## src/rtl/eval_pkg.sv

```systemverilog
// Constants and FSM state types shared by the evaluate-sequencer blocks.
package eval_pkg;

   localparam logic [31:0] FP_ONE     = 32'h3F80_0000;
   localparam logic [31:0] FP_NEG_ONE = 32'hBF80_0000;
   localparam logic [31:0] FP_ZERO    = 32'h0000_0000;

   typedef enum logic [1:0] {
      IDLE,
      WAIT_CREDIT,
      DRAIN,
      RESPOND
   } seq_state_e;

   typedef enum logic {
      ACC_IDLE,
      ACC_WAIT
   } acc_state_e;

endpackage

```

## src/rtl/eval_res_fifo.sv

```systemverilog
// Synchronous show-ahead result buffer; head visible combinationally, one-cycle push-to-pop.
// No internal flow control: the owner guarantees no push when full and no pop when empty.
module eval_res_fifo #(
   parameter int WIDTH = 32,
   parameter int DEPTH = 8
) (
   input  logic                     clk_i,
   input  logic                     rst_ni,
   input  logic                     push_i,
   input  logic [WIDTH-1:0]         wdata_i,
   input  logic                     pop_i,
   output logic [WIDTH-1:0]         rdata_o,
   output logic [$clog2(DEPTH):0]   count_o,
   output logic                     empty_o
);

   localparam int PW = $clog2(DEPTH);

   logic [WIDTH-1:0] mem_q [DEPTH];
   logic [PW-1:0]    wr_ptr_q, rd_ptr_q;
   logic [PW:0]      cnt_q;

   always_ff @(posedge clk_i or negedge rst_ni) begin
      if (!rst_ni) begin
         wr_ptr_q <= '0;
         rd_ptr_q <= '0;
         cnt_q    <= '0;
      end else begin
         if (push_i) wr_ptr_q <= wr_ptr_q + 1'b1;
         if (pop_i)  rd_ptr_q <= rd_ptr_q + 1'b1;
         case ({push_i, pop_i})
            2'b10:   cnt_q <= cnt_q + 1'b1;
            2'b01:   cnt_q <= cnt_q - 1'b1;
            default: cnt_q <= cnt_q;
         endcase
      end
   end

   always_ff @(posedge clk_i) begin
      if (push_i) mem_q[wr_ptr_q] <= wdata_i;
   end

   assign rdata_o = mem_q[rd_ptr_q];
   assign count_o = cnt_q;
   assign empty_o = (cnt_q == '0);

endmodule

```

## src/rtl/eval_sequencer.sv

```systemverilog
// Custom-instruction front end: issues elements into a fixed-latency datapath and sums its outputs.
// Element done one cycle after start when credit exists; FINISH responds once everything has drained.
module eval_sequencer
   import eval_pkg::*;
#(
   parameter int PIPE_LAT   = 34,
   parameter int ADD_LAT    = 3,
   parameter int FIFO_DEPTH = 8
) (
   input  logic        clock,
   input  logic        reset,
   input  logic        clk_en,
   input  logic        start,
   input  logic [31:0] dataa,
   input  logic [31:0] datab,
   output logic        done,
   output logic [31:0] result,
   output logic        pipe_valid,
   output logic [31:0] pipe_x,
   input  logic [31:0] pipe_q,
   output logic [31:0] add_a,
   output logic [31:0] add_b,
   input  logic [31:0] add_q
);

   localparam int CW = $clog2(FIFO_DEPTH) + 1;
   localparam int AW = $clog2(ADD_LAT + 1);
   localparam logic [CW:0] DEPTH_W = (CW + 1)'(FIFO_DEPTH);

   seq_state_e state_q, state_d;
   acc_state_e acc_q, acc_d;

   logic                done_q, pipe_valid_q, pend_first_q;
   logic [31:0]         result_q, pipe_x_q, pend_dat_q, sum_q, add_a_q, add_b_q;
   logic [PIPE_LAT-1:0] vld_sr_q;
   logic [CW-1:0]       inflight_q, fifo_cnt;
   logic [AW-1:0]       acc_cnt_q;
   logic [31:0]         fifo_rdata;
   logic                fifo_empty;

   logic accept, is_first, is_finish, credit, clear_ok, drained, go_idle, go_wait;
   logic arrive, pop, add_done;
   logic issue, clear_sum, done_d;
   logic [31:0] issue_dat, result_d;

   assign accept    = clk_en && start && (state_q == IDLE);
   assign is_first  = (datab == FP_ONE);
   assign is_finish = (datab == FP_NEG_ONE);
   assign credit    = ({1'b0, inflight_q} + {1'b0, fifo_cnt}) < DEPTH_W;
   // A new array may only zero the sum once the previous one has fully retired.
   assign clear_ok  = (acc_q == ACC_IDLE) && fifo_empty;
   assign drained   = (inflight_q == '0) && fifo_empty && (acc_q == ACC_IDLE);
   assign go_idle   = accept && !is_finish && credit && (!is_first || clear_ok);
   assign go_wait   = (state_q == WAIT_CREDIT) && credit && (!pend_first_q || clear_ok);

   always_ff @(posedge clock or negedge reset) begin
      if (!reset) state_q <= IDLE;
      else        state_q <= state_d;
   end

   always_comb begin
      state_d = state_q;
      case (state_q)
         IDLE: begin
            if (accept) begin
               if (is_finish)    state_d = DRAIN;
               else if (!go_idle) state_d = WAIT_CREDIT;
            end
         end
         WAIT_CREDIT: if (go_wait) state_d = IDLE;
         DRAIN:       if (drained) state_d = RESPOND;
         RESPOND:     state_d = IDLE;
         default:     state_d = IDLE;
      endcase
   end

   always_comb begin
      issue     = go_idle || go_wait;
      issue_dat = go_wait ? pend_dat_q : dataa;
      clear_sum = (go_idle && is_first) || (go_wait && pend_first_q);
      done_d    = issue || ((state_q == DRAIN) && drained);
      result_d  = ((state_q == DRAIN) && drained) ? sum_q : FP_ZERO;
   end

   assign arrive = vld_sr_q[PIPE_LAT-1];

   always_ff @(posedge clock or negedge reset) begin
      if (!reset) begin
         done_q       <= 1'b0;
         result_q     <= FP_ZERO;
         pipe_valid_q <= 1'b0;
         pipe_x_q     <= '0;
         pend_dat_q   <= '0;
         pend_first_q <= 1'b0;
         vld_sr_q     <= '0;
         inflight_q   <= '0;
      end else begin
         done_q       <= done_d;
         result_q     <= result_d;
         pipe_valid_q <= issue;
         if (issue) pipe_x_q <= issue_dat;
         if (accept) begin
            pend_dat_q   <= dataa;
            pend_first_q <= is_first;
         end
         vld_sr_q   <= {vld_sr_q[PIPE_LAT-2:0], pipe_valid_q};
         inflight_q <= inflight_q + CW'(issue) - CW'(arrive);
      end
   end

   eval_res_fifo #(.WIDTH(32), .DEPTH(FIFO_DEPTH)) u_res_fifo (
      .clk_i   (clock),
      .rst_ni  (reset),
      .push_i  (arrive),
      .wdata_i (pipe_q),
      .pop_i   (pop),
      .rdata_o (fifo_rdata),
      .count_o (fifo_cnt),
      .empty_o (fifo_empty)
   );

   assign pop      = (acc_q == ACC_IDLE) && !fifo_empty;
   assign add_done = (acc_q == ACC_WAIT) && (acc_cnt_q == '0);

   always_comb begin
      acc_d = acc_q;
      case (acc_q)
         ACC_IDLE: if (pop)      acc_d = ACC_WAIT;
         ACC_WAIT: if (add_done) acc_d = ACC_IDLE;
         default:  acc_d = ACC_IDLE;
      endcase
   end

   always_ff @(posedge clock or negedge reset) begin
      if (!reset) begin
         acc_q     <= ACC_IDLE;
         acc_cnt_q <= '0;
         add_a_q   <= '0;
         add_b_q   <= '0;
         sum_q     <= FP_ZERO;
      end else begin
         acc_q <= acc_d;
         if (pop) begin
            add_a_q   <= sum_q;
            add_b_q   <= fifo_rdata;
            acc_cnt_q <= AW'(ADD_LAT);
         end else if ((acc_q == ACC_WAIT) && !add_done) begin
            acc_cnt_q <= acc_cnt_q - 1'b1;
         end
         if (clear_sum)     sum_q <= FP_ZERO;
         else if (add_done) sum_q <= add_q;
      end
   end

   assign done       = done_q;
   assign result     = result_q;
   assign pipe_valid = pipe_valid_q;
   assign pipe_x     = pipe_x_q;
   assign add_a      = add_a_q;
   assign add_b      = add_b_q;

endmodule

```

## config.mk

```make
export PLATFORM = sky130hd
export DESIGN_NAME = eval_sequencer
export DESIGN_NICKNAME = d
export VERILOG_FILES = /design/src/rtl/eval_pkg.sv /design/src/rtl/eval_res_fifo.sv /design/src/rtl/eval_sequencer.sv
export SDC_FILE = /design/constraint.sdc
export NUM_CORES = 1
export LEC_CHECK = 0
export ABC_AREA = 0
export CAP_MARGIN = 15
export CELL_PAD_IN_SITES_DETAIL_PLACEMENT = 0
export CELL_PAD_IN_SITES_GLOBAL_PLACEMENT = 1
export CORE_ASPECT_RATIO = 1.25
export CORE_MARGIN = 4
export CORE_UTILIZATION = 46
export CTS_CLUSTER_SIZE = 16
export DETAILED_ROUTE_END_ITERATION = 6
export GPL_ROUTABILITY_DRIVEN = 0
export PLACE_DENSITY = 0.77
export SYNTH_ARGS = -nofsm -noshare
export SYNTH_HDL_FRONTEND = slang
export SYNTH_SLANG_ARGS = --single-unit
```

## constraint.sdc

```tcl
create_clock -name clock -period 3.7 [get_ports clock]
set_input_delay 0.555 -clock clock [delete_from_list [all_inputs] [get_ports clock]]
set_output_delay 0.555 -clock clock [all_outputs]
set_load 0.02 [all_outputs]
```

# [Word level (Yosys, flattened, before mapping)]
# Memories as Yosys holds them, arrays and structs flattened. A register that Yosys moved wholly into a read port is not among the register bits.
# Index checks and enable logic that the tools add are counted.
[totals] ramBits=256 register_bits=216 out_inout_bits=130 mem_count=1 elab_cells=91 in_bits=132
[classes] bitwise_logic=1 mux=18 n_eq_ne=11 n_reduce_logical=35 magnitude_cmp=1 addsub=8
[mem_list] memory="u_res_fifo.mem_q" depth=8 word_bits=32 read_ports=1 rd_clocked_by_memory_dff=1 write_ports=1 line_no="eval_res_fifo.sv:19" text="logic [WIDTH-1:0] mem_q [DEPTH];"
[ops] operator="$mux W32" count=4
[ops] operator="$eq A32 B30 Y1 const B" count=1
[ops] operator="$eq A32 B32 Y1 const B" count=1
[ops] operator="$logic_and A1 B1 Y1" count=16
[ops] operator="$mux W2" count=7
[ops] operator="$logic_not A4 Y1" count=2
[ops] operator="$pmux W2 S4" count=1
[ops] operator="$pmux W4 S2" count=1
[ops] operator="$add A3 B1 Y3 const B" count=2
[ops] operator="$eq A2 B2 Y1 const B" count=3
[ops] operator="$logic_not A1 Y1" count=6
[ops] operator="$ne A2 B2 Y1 const B" count=3
[ops] operator="$reduce_bool A2 Y1" count=3
[ops] operator="$add A4 B4 Y5" count=1
[ops] operator="$logic_or A1 B1 Y1" count=5
[ops] operator="$lt A5 B4 Y1 const B" count=1
[ops] operator="$add A4 B1 Y4" count=1
[ops] operator="$add A4 B1 Y4 const B" count=1
[ops] operator="$eq A2 B1 Y1 const B" count=2
[ops] operator="$logic_not A2 Y1" count=2
[ops] operator="$mux W1" count=4
[ops] operator="$reduce_and A4 Y1" count=1
[ops] operator="$sub A4 B1 Y4" count=1
[ops] operator="$sub A4 B1 Y4 const B" count=1
[ops] operator="other kinds (4)" count=4

# [Longest topological paths before layout]
# Gate-level depths: netlist of the first run.
[depth] word_depth=9 mapped_depth=12 ltp_nobuf=11

# [Hierarchy]
# From an unflattened synthesis of the first run, not the netlist that was laid out.
[hier_totals] cells_unflattened=1122 hier_area_um2=19437.4
[modules_own_cells] module="eval_res_fifo" seq_area_each_um2=7937.6 area_each_um2=10283.6 n_inst=1 cells_per_inst=423
[modules_own_cells] module="eval_sequencer" seq_area_each_um2=5955.7 area_each_um2=9153.8 n_inst=1 cells_per_inst=699

# [Worst setup path after synthesis of the first run]
# No wires, ideal clock.
[synth_path] kind="flip-flop to flip-flop" start="register u_res_fifo.wr_ptr_q[1]" end="memory u_res_fifo.mem_q[0][0], enable pin" period_less_slack_ns=3.243 t_arrival_ns=2.782 required_time_ns=3.239 path_slack_ns=0.457 path_buffers=0 path_stages_with_launch=3 setup_time_ns=0.461 cell_sequence="dfrtp_1 -> nand2b_1 -> nor3_1"
[synth_lines] element="start, declared" line_no="eval_res_fifo.sv:20" text="logic [PW-1:0] wr_ptr_q, rd_ptr_q;"
[synth_lines] element="start signal, assigned" line_no="eval_res_fifo.sv:29" text="if (push_i) wr_ptr_q <= wr_ptr_q + 1'b1;"
[synth_lines] element="end, declared" line_no="eval_res_fifo.sv:19"
# No word-level cell before the write port.

# [Worst setup path in the final report of the first run]
[layout_path] start="register inflight_q[1]" end="register inflight_q[2]"
[layout_between] elab_chain_cells=7 word_cells_on_any_way=9 classes_between="3 x add/sub; 1 x order compare; 5 x reduce/logical"
[layout_lines] element="start, declared" line_no="eval_sequencer.sv:36" text="logic [CW-1:0] inflight_q, fifo_cnt;"
[layout_lines] element="start signal, assigned" line_no="eval_sequencer.sv:107" text="inflight_q <= inflight_q + CW'(issue) - CW'(arrive);"
[layout_lines] element="$add A4 B4 Y5" line_no="eval_sequencer.sv:49" text="assign credit = ({1'b0, inflight_q} + {1'b0, fifo_cnt}) < DEPTH_W;"
[layout_lines] element="$lt A5 B4 Y1" line_no="eval_sequencer.sv:49"
[layout_lines] element="$logic_and A1 B1 Y1 (on tied branches) (2 in series)" line_no="eval_sequencer.sv:53, eval_sequencer.sv:54"
[layout_lines] element="$logic_or A1 B1 Y1" line_no="eval_sequencer.sv:78" text="issue = go_idle || go_wait;"
[layout_lines] element="$add A4 B1 Y4 (*)" line_no="eval_sequencer.sv:107"
[layout_lines] element="$sub A4 B1 Y4 (*)" line_no="eval_sequencer.sv:107"
# Every way passes the cells marked *; elsewhere a longest branch is shown, timed or not.
# A chain may end at the register's enable or synchronous reset.

==> flow_summary.json, run 1 <==
{
  "finalCriticalPeriod_ns": 3.01,
  "maxCapViolCount": 0,
  "num_vias": 10722,
  "grt_max_degree": 102,
  "synthArstFlopShare_pct": 49.2,
  "cts_tree": "yes",
  "setup_viol": 0,
  "setup-tns-final_ns": 0,
  "synth_top_cell_area_share_pct": 40.4,
  "clock-skew-final_ns": 0.0291,
  "p_total_mw": 11.4,
  "yosys-top-cells-count": "edfxtp_1, dfrtp_1, nand2_1, a21oi_1, mux2_2",
  "cp.arrival_ns": 3.47,
  "rsz0062_at_grt": "false",
  "cts_buffer_depth": 3,
  "hp-class": "reg2reg",
  "wl_um": 42300,
  "drive_above_1_share_pct": 17.4,
  "antenna_found_initial": 4,
  "ys_top_cells_by_area": "edfxtp_1, dfrtp_1, mux4_2",
  "power_frac_seq_pct": 54.1,
  "endpoint_kind": "flop",
  "gr-total-overflow": 0,
  "cts.clk_slew.worst_paths_ns": 0.06,
  "status": "finished clean",
  "hpwl_um": 26000,
  "max_freq_mhz": 332,
  "gr-usage-all-layers_pct": 18.8,
  "clock_latency_ns": 0.57,
  "syn_area_mm2": 0.0190,
  "start_util_pct": 46.4,
  "tightest_slew_ns": 1.07,
  "switching_share_pct": 20.0,
  "min_period_over_period_pct": 81.3,
  "drc": 0,
  "p_switching_mw": 2.28,
  "area_delta_synth_final_pct": 26.2,
  "design_area_mm2": 0.0240,
  "multi_input_area_mm2": 0.00487,
  "ios": 262,
  "relSlewSlack_pct": 28.7,
  "die_height_um": 235,
  "synth_seq_cells": 504,
  "final_hold_viol_count": 0,
  "grt_pass1_wl_um": 66000,
  "worstSetupStartpointType": "flop",
  "combPwrFrac_pct": 3.9,
  "die_w_um": 190,
  "cts_root_buffer": "clkbuf_16",
  "avgSynthCellArea_um2": 16.3,
  "grt_pass1_vias": 11271,
  "drt_first_pass_iters": 5,
  "drt_iter0_drc": 649,
  "vias_per_cell": 5.26,
  "postCtsSetupBuffers": 0,
  "worstPathMaxFanout": 6,
  "critical_path_class": "reg2reg",
  "fillers": 3216,
  "ant_nets": 0,
  "synth-warning-count": 0,
  "h-tree-depth": 2,
  "synth_cells": 1167,
  "vdd_drop_max_uv": 457,
  "dieArea_mm2": 0.0447,
  "p_int_mw": 9.13,
  "synth-edff-count": 256,
  "maxSlewViolCount": 0,
  "placed_cell_area_mm2": 0.0225,
  "critPathRequiredTime_ns": 4.16,
  "yosysMostFrequentCell": "edfxtp_1",
  "powerDensity_mw_per_mm2": 475,
  "seq_area_mm2": 0.0139,
  "fin_util_pct": 58.6,
  "clock_sinks": 504,
  "yosysSeqAreaShare_pct": 73.0,
  "wl_per_cell_um": 20.7,
  "synthesis.nets": 1315,
  "ys.flop_type": "edfxtp_1",
  "layout.nets": 1597,
  "numPortBuffers": 261,
  "synth_cell_type_count": 44,
  "cts_made_buffers": 48,
  "clock_power_share_pct": 42.0,
  "coreArea_mm2": 0.0410,
  "synth.largest_area_cell": "edfxtp_1",
  "cellLeakagePower_nw": 9.08,
  "row_count": 83
}
[worst paths after layout]
check / startpoint / end / slack (ns) / depth (start not counted)
min in group asynchronous: reset / pipe_x[22]$_DFFE_PN0P_ / 0.57 / 2
max in group asynchronous: reset / result[20]$_DFF_PN0_ / 2.18 / 3
min reg2reg: vld_sr_q[2]$_DFF_PN0_ / vld_sr_q[3]$_DFF_PN0_ / 0.33 / 0
min: vld_sr_q[2]$_DFF_PN0_ / vld_sr_q[3]$_DFF_PN0_ / 0.33 / 0
max reg2reg: inflight_q[1]$_DFF_PN0_ / inflight_q[2]$_DFF_PN0_ / 0.69 / 11
max: inflight_q[1]$_DFF_PN0_ / inflight_q[2]$_DFF_PN0_ / 0.69 / 11
[logic make-up after synthesis]
family / count (synthesis) / synth area share (%)
DFF: 504 / 73.0
xor gates and xnor gates: 10 / 0.460
and+or+nand+nor: 275 / 6.59
buffers and inverters: 79 / 1.79
AOI/OAI and AO/OA: 121 / 3.84
muxes: 162 / 13.2
adders and majority gates: 16 / 1.13
[power by group through the flow]
stage / combinational, mW / clock [mW] / sequential, mW
floorplan: 0.181 / 0 / 6.26
global placement: 0.443 / 0 / 6.27
detailed placement: 0.455 / 0 / 6.28
CTS: 0.458 / 4.92 / 6.17
global route: 0.491 / 5.15 / 6.19
finish: 0.448 / 4.79 / 6.17
[metal layers]
layer / global-route usage, % / part of all wire [%]
met5: 0 / 0.090
met4: 4.67 / 2.1
met3: 4.20 / 7.0
met2: 31.6 / 49
met1: 25.2 / 42
[through the flow]
stage               cells  hold WS [ns]  setup WS (ns)
detailed placement   1950         0.335          0.125
CTS                  2038         0.340          0.667
floorplan            1167         0.259          0.457
global placement     1950         0.335          0.161
finish               2039         0.335          0.692
global route         2039         0.344          0.503
[critical path, stage by stage, from the launching register on]
cell and delay (ns):
dfrtp_1 0.45, ha_1 0.32, a31o_2 0.25, a2111oi_4 0.48, and3_1 0.27, a21oi_2 0.05
ha_1 0.29, inv_1 0.05, ha_1 0.15, inv_1 0.06, fa_1 0.40, xnor2_1 0.13
[placed cells by master (no fill, tap or decap), types with 3 or more instances in the layout]
master | Yosys | final
inv_1 | 15 | 15
nor2_1 | 48 | 42
clkbuf_1 | 30 | 12
nor4_1 | 5 | 5
mux2i_1 | 32 | 32
nand2_1 | 132 | 132
buf_4 | 1 | 29
ha_1 | 14 | 14
nand3_1 | 30 | 30
mux2_2 | 66 | 66
or4_1 | 3 | 3
clkinvlp_4 | 0 | 3
buf_12 | 0 | 5
edfxtp_1 | 256 | 256
xnor2_1 | 5 | 5
nor3_2 | 1 | 3
nor3_1 | 5 | 3
nand2b_1 | 5 | 5
xor2_1 | 5 | 5
clkbuf_16 | 0 | 50
clkinv_2 | 0 | 10
mux4_2 | 64 | 64
clkbuf_8 | 0 | 4
a21oi_1 | 72 | 72
dfrtp_1 | 248 | 245
clkdlybuf4s50_1 | 0 | 260
and2_1 | 34 | 34
a31oi_1 | 4 | 4
o21ai_0 | 7 | 7
o211ai_1 | 28 | 28
bufinv_16 | 0 | 3
nor2_4 | 1 | 7
[sequential cells by signal, summed over array words and instances, names as in the netlist]
signal / cells
acc_cnt_q: 2
u_res_fifo.wr_ptr_q: 3
u_res_fifo.rd_ptr_q: 3
pipe_x: 32
u_res_fifo.count_o: 4
add_b: 32
acc_q: 1
add_a: 32
inflight_q: 4
pend_dat_q: 32
pipe_valid: 1
result: 32
sum_q: 32
vld_sr_q: 34
u_res_fifo.mem_q: 256
done: 1
pend_first_q: 1
state_q: 2
[layout make-up]
class / count / area share (%)
repair buffers: 296 / 12.3
flip-flops and latches: 504 / 57.9
clock buffers: 66 / 5.63
diodes: 1 / 0.0104
inverters: 15 / 0.234
well taps: 552 / 2.88
multi-input cells: 584 / 20.3
clock inverters: 21 / 0.849
[repair_timing]
| action | in CTS | in global routing |
|---|---|---|
| resized for setup | 0 | 0 |
| hold endpoints to repair | 7 | 0 |
| hold buffers | 1 | 0 |
Note: power is estimated with default switching activity, not from simulation.
==> run 2, diff against run 1 <==
--- a/config.mk
+++ b/config.mk
@@ -11,11 +11,11 @@
 export CELL_PAD_IN_SITES_GLOBAL_PLACEMENT = 1
 export CORE_ASPECT_RATIO = 1.25
 export CORE_MARGIN = 4
-export CORE_UTILIZATION = 46
+export CORE_UTILIZATION = 41
 export CTS_CLUSTER_SIZE = 16
 export DETAILED_ROUTE_END_ITERATION = 6
 export GPL_ROUTABILITY_DRIVEN = 0
-export PLACE_DENSITY = 0.77
+export PLACE_DENSITY = 0.72
 export SYNTH_ARGS = -nofsm -noshare
 export SYNTH_HDL_FRONTEND = slang
 export SYNTH_SLANG_ARGS = --single-unit
==> constraint.sdc (replaced) <==
create_clock -name clock -period 2.7 [get_ports clock]
set_input_delay 0.405 -clock clock [delete_from_list [all_inputs] [get_ports clock]]
set_output_delay 0.405 -clock clock [all_outputs]
set_load 0.02 [all_outputs]
==> flow_summary.json, run 2 (synthesis results as in run 1) <==
{
  "worstSetupStartpointType": "input pin",
  "place_ws_ns": -0.715,
  "gr-usage-all-layers_pct": 17.6,
  "antenna_found_initial": 5,
  "layout.nets": 1624,
  "max_freq_mhz": 374,
  "clock-skew-final_ns": 0.0283,
  "area_delta_synth_final_pct": 30.2,
  "status": "finished clean",
  "largest_reg_flops": 256,
  "finalCriticalPeriod_ns": 2.67,
  "fin_util_pct": 53.8,
  "hpwl_um": 27800,
  "worst_slack_ns": 0.0284,
  "fillers": 3746,
  "relSlewSlack_pct": 48.4,
  "cts_made_buffers": 49,
  "dieArea_mm2": 0.0499,
  "multi_input_area_mm2": 0.00496,
  "worstPathMaxFanout": 2,
  "start_util_pct": 41.3,
  "cp.arrival_ns": 3.16,
  "layout_commonest_cell": "clkdlybuf4s50_1",
  "placed_cell_area_mm2": 0.0228,
  "die_w_um": 201,
  "finalNonFillerCells": 2102,
  "h-tree-depth": 2,
  "maxSlewViolCount": 0,
  "ant_nets": 0,
  "hp-class": "reg2reg",
  "drt_iter0_drc": 580,
  "cts_root_buffer": "clkbuf_16",
  "grt_pass1_wl_um": 69600,
  "final_cell_mix": "clkdlybuf4s50_1, edfxtp_1, dfrtp_1",
  "vdd_drop_max_uv": 549,
  "row_count": 88,
  "regMostFlops": "u_res_fifo.mem_q",
  "drt_first_pass_iters": 4,
  "critPathRequiredTime_ns": 3.19,
  "tightest_slew_ns": 0.772,
  "ios": 262,
  "setup-tns-final_ns": 0,
  "rsz0062_at_grt": "true",
  "powerDensity_mw_per_mm2": 680,
  "clock_latency_ns": 0.60,
  "numPortBuffers": 261,
  "clock_sinks": 504,
  "final_hold_viol_count": 0,
  "top_regs": "u_res_fifo.mem_q (256), vld_sr_q (34)",
  "drc": 0,
  "cts_buffer_depth": 3,
  "cellLeakagePower_nw": 9.39,
  "grt_pass1_vias": 11446,
  "cts_tree": "yes",
  "maxCapViolCount": 0,
  "dp.cells": 2007,
  "die_height_um": 249,
  "critical_path_class": "in2reg",
  "design_area_mm2": 0.0248,
  "wl_um": 44000,
  "endpoint_kind": "flop",
  "num_vias": 10821,
  "setup_viol": 0,
  "coreArea_mm2": 0.0460,
  "vias_per_cell": 5.15,
  "gr-total-overflow": 0,
  "wl_per_cell_um": 20.9,
  "cts.clk_slew.worst_paths_ns": 0.06,
  "drive_above_1_share_pct": 20.5,
  "seq_area_mm2": 0.0139,
  "min_period_over_period_pct": 98.9,
  "grt_max_degree": 70
}
## run 2: metrics by stage
stage / total power [mW] / hold slack, ns
after floorplan: 8.82 / 0.109
after global placement: 9.21 / 0.334
after detailed placement: 9.24 / 0.336
after CTS: 17.1 / 0.331
after global routing: 17.5 / 0.352
final: 16.8 / 0.344
## run 2: final timing paths
kind                                    startpoint                       to  slack, ns  cells after the start
setup / recovery                          datab[9]  inflight_q[1]$_DFF_PN0_       0.03                     11
hold / removal              vld_sr_q[27]$_DFF_PN0_   vld_sr_q[28]$_DFF_PN0_       0.34                      0
setup reg to reg           inflight_q[1]$_DFF_PN0_  inflight_q[1]$_DFF_PN0_       0.03                     11
hold reg to reg             vld_sr_q[27]$_DFF_PN0_   vld_sr_q[28]$_DFF_PN0_       0.34                      0
max in group asynchronous                    reset    add_a[30]$_DFFE_PN0P_       1.58                      3
min in group asynchronous                    reset   pipe_x[19]$_DFFE_PN0P_       0.35                      2
## run 2: what timing repair did
action / 4_1_cts / 5_1_grt
endpoints found under the setup margin: 5 / 32
hold buffers: 1 / 0
endpoints found under the hold margin: 54 / 0
setup buffers: 1 / 1
resized for setup: 12 / 4
pin swaps: 8 / 4
cloned: 0 / 0
## run 2: final cells by class
cell class	count	share of cell area (%)
inverters	15	0.227
well taps	585	2.96
clock buffers	61	5.54
repair buffers	322	13.1
multi-input cells	584	20.0
diodes	2	0.0202
flip-flops and latches	504	56.1
clock inverters	29	2.05
## run 2: critical path, stage by stage
cell and delay (ns):
clkdlybuf4s50_1 0.41, nor4_1 0.34, nand4_1 0.19, or4_4 0.62, a21oi_4 0.18, ha_4 0.22, inv_2 0.06, ha_4 0.13
inv_2 0.03, fa_2 0.53, inv_2 0.03
## run 2: where the power goes
part | total (mW) | switching (mW) | internal [mW]
combinational | 0.622 | 0.240 | 0.381
sequential | 8.45 | 0.119 | 8.33
clock | 7.76 | 2.97 | 4.79
total | 16.8 | 3.33 | 13.5
## run 2: metal layers
layer / GRT usage [%] / part of all wire (%)
met5: 0 / 0.080
met4: 5.61 / 2.6
met3: 4.80 / 6.5
met2: 29.4 / 50
met1: 22.6 / 41
==> patch (config.mk and constraints of run 1) <==
Make the reset (`reset` and `rst_ni`) synchronous in 4 clocked blocks.
--- a/src/rtl/eval_res_fifo.sv
+++ b/src/rtl/eval_res_fifo.sv
@@ -20,7 +20,7 @@
    logic [PW-1:0]    wr_ptr_q, rd_ptr_q;
    logic [PW:0]      cnt_q;
 
-   always_ff @(posedge clk_i or negedge rst_ni) begin
+   always_ff @(posedge clk_i) begin
       if (!rst_ni) begin
          wr_ptr_q <= '0;
          rd_ptr_q <= '0;
--- a/src/rtl/eval_sequencer.sv
+++ b/src/rtl/eval_sequencer.sv
@@ -53,7 +53,7 @@
    assign go_idle   = accept && !is_finish && credit && (!is_first || clear_ok);
    assign go_wait   = (state_q == WAIT_CREDIT) && credit && (!pend_first_q || clear_ok);
 
-   always_ff @(posedge clock or negedge reset) begin
+   always_ff @(posedge clock) begin
       if (!reset) state_q <= IDLE;
       else        state_q <= state_d;
    end
@@ -84,7 +84,7 @@
 
    assign arrive = vld_sr_q[PIPE_LAT-1];
 
-   always_ff @(posedge clock or negedge reset) begin
+   always_ff @(posedge clock) begin
       if (!reset) begin
          done_q       <= 1'b0;
          result_q     <= FP_ZERO;
@@ -131,7 +131,7 @@
       endcase
    end
 
-   always_ff @(posedge clock or negedge reset) begin
+   always_ff @(posedge clock) begin
       if (!reset) begin
          acc_q     <= ACC_IDLE;
          acc_cnt_q <= '0;
Function: differs if reset is asserted again (counterexample within 4 cycles, from zero or initial values and one cycle with reset low); with reset held inactive, the same outputs for 10 cycles.
==> patch against run 1 <==
  * Fmax is 2.0% higher
  * Die area is 1.5% lower
  * Wire length is 0.29% lower
  * Synthesized area is 1.5% lower
  * Design area is 1.5% lower
  * Critical path depth is 2 higher
  * First-iteration DRC count is 21% lower
  * Setup slack better by 0.058 ns
  * Sequential cell count stayed put
  * Critical path type unchanged
  * Critical endpoint is now inflight_q[2]
  * Highest routed layer is now met4
Power is not compared: it rests on default switching activity, and its combinational part moved more than twofold at a synthesized area within 25%.
==> patch: results <==
{
  "cts_made_buffers": 51,
  "timing.rr.end": "inflight_q[2]",
  "regArea_sq_um": 12700,
  "postSynthNetCount": 1519,
  "layout_setup_ws_ns": 0.750,
  "firstDrtPassIters": 6,
  "critPathMaxStageDelay_ns": 0.41,
  "multi_input_gates": 731,
  "skew_ns": 0.0162,
  "timing.hold.ws_ns": 0.430,
  "seq_area_frac_synth_pct": 67.5,
  "reg2reg_depth": 13,
  "synthTopCellsByCount": "edfxtp_1 (256), dfxtp_1 (248), nand2_1 (170)",
  "grt_max_degree": 138,
  "instances_no_fill": 2218,
  "track_usage_pct": 18.9,
  "critPathArrivalTime_ns": 3.37,
  "fillerInstances": 3241,
  "drive_above_1_share_pct": 15.1,
  "min_from": "vld_sr_q[10]",
  "die_x_um": 189,
  "status": "complete, no violations",
  "top_regs": "u_res_fifo.mem_q (256), vld_sr_q (34)",
  "bufAreaShareNonClock_pct": 12.4,
  "ctsHtreeMaxLevel": 2,
  "vias": 11500,
  "synth_area_leaders": "edfxtp_1 (41%), dfxtp_1 (26%), mux4_2 (7.7%), mux2i_1 (3.5%), nand2_1 (3.4%)",
  "maxSlewHeadroom_pct": 40.2,
  "holdPathStages": 1,
  "hold_end": "vld_sr_q[11]",
  "inverters_excl_clock": 48,
  "non_clock_buffer_count": 297,
  "yosysUniqueCellTypes": 49,
  "antenna_found_initial": 0,
  "drtIter0Drc": 513,
  "wl_mm": 42.2,
  "grt_pass1_wl_mm": 65.9,
  "multi_input_area_share_pct": 23.6,
  "place_area_sq_um": 22000,
  "dp_slack_ns": 0.440,
  "final_net_count": 1781
}
-- patch: power by group --
part	internal, W	switching, W	leakage, nW	total, W
sequential	0.00628	0.000356	4.32	0.00663
clock	0.00287	0.00209	0.792	0.00495
combinational	0.00159	0.00187	3.02	0.00346
-- patch: cells by family (layout without fill, tap and decap cells) --
family                     Yosys count  after routing  synth area share [%]
adders and majority gates           16             16                  1.15
DFF                                504            504                  67.5
and+or+nand+nor                    360            360                  8.90
other                                0              1                     0
xor gates and xnor gates             9              9                 0.421
buffers and inverters              136            436                  3.06
muxes                              129            129                  11.2
AOI/OAI and AO/OA                  217            217                  7.78
-- patch: metal layers --
layer  part of all wire, %  track usage (%)  vias to the layer above
li1                      -                -                     5476
met1                    42             24.2                     5673
met2                    49             32.3                      287
met3                   5.8             4.33                       66
met4                   2.3             5.35                        0
met5                     0                0                        -
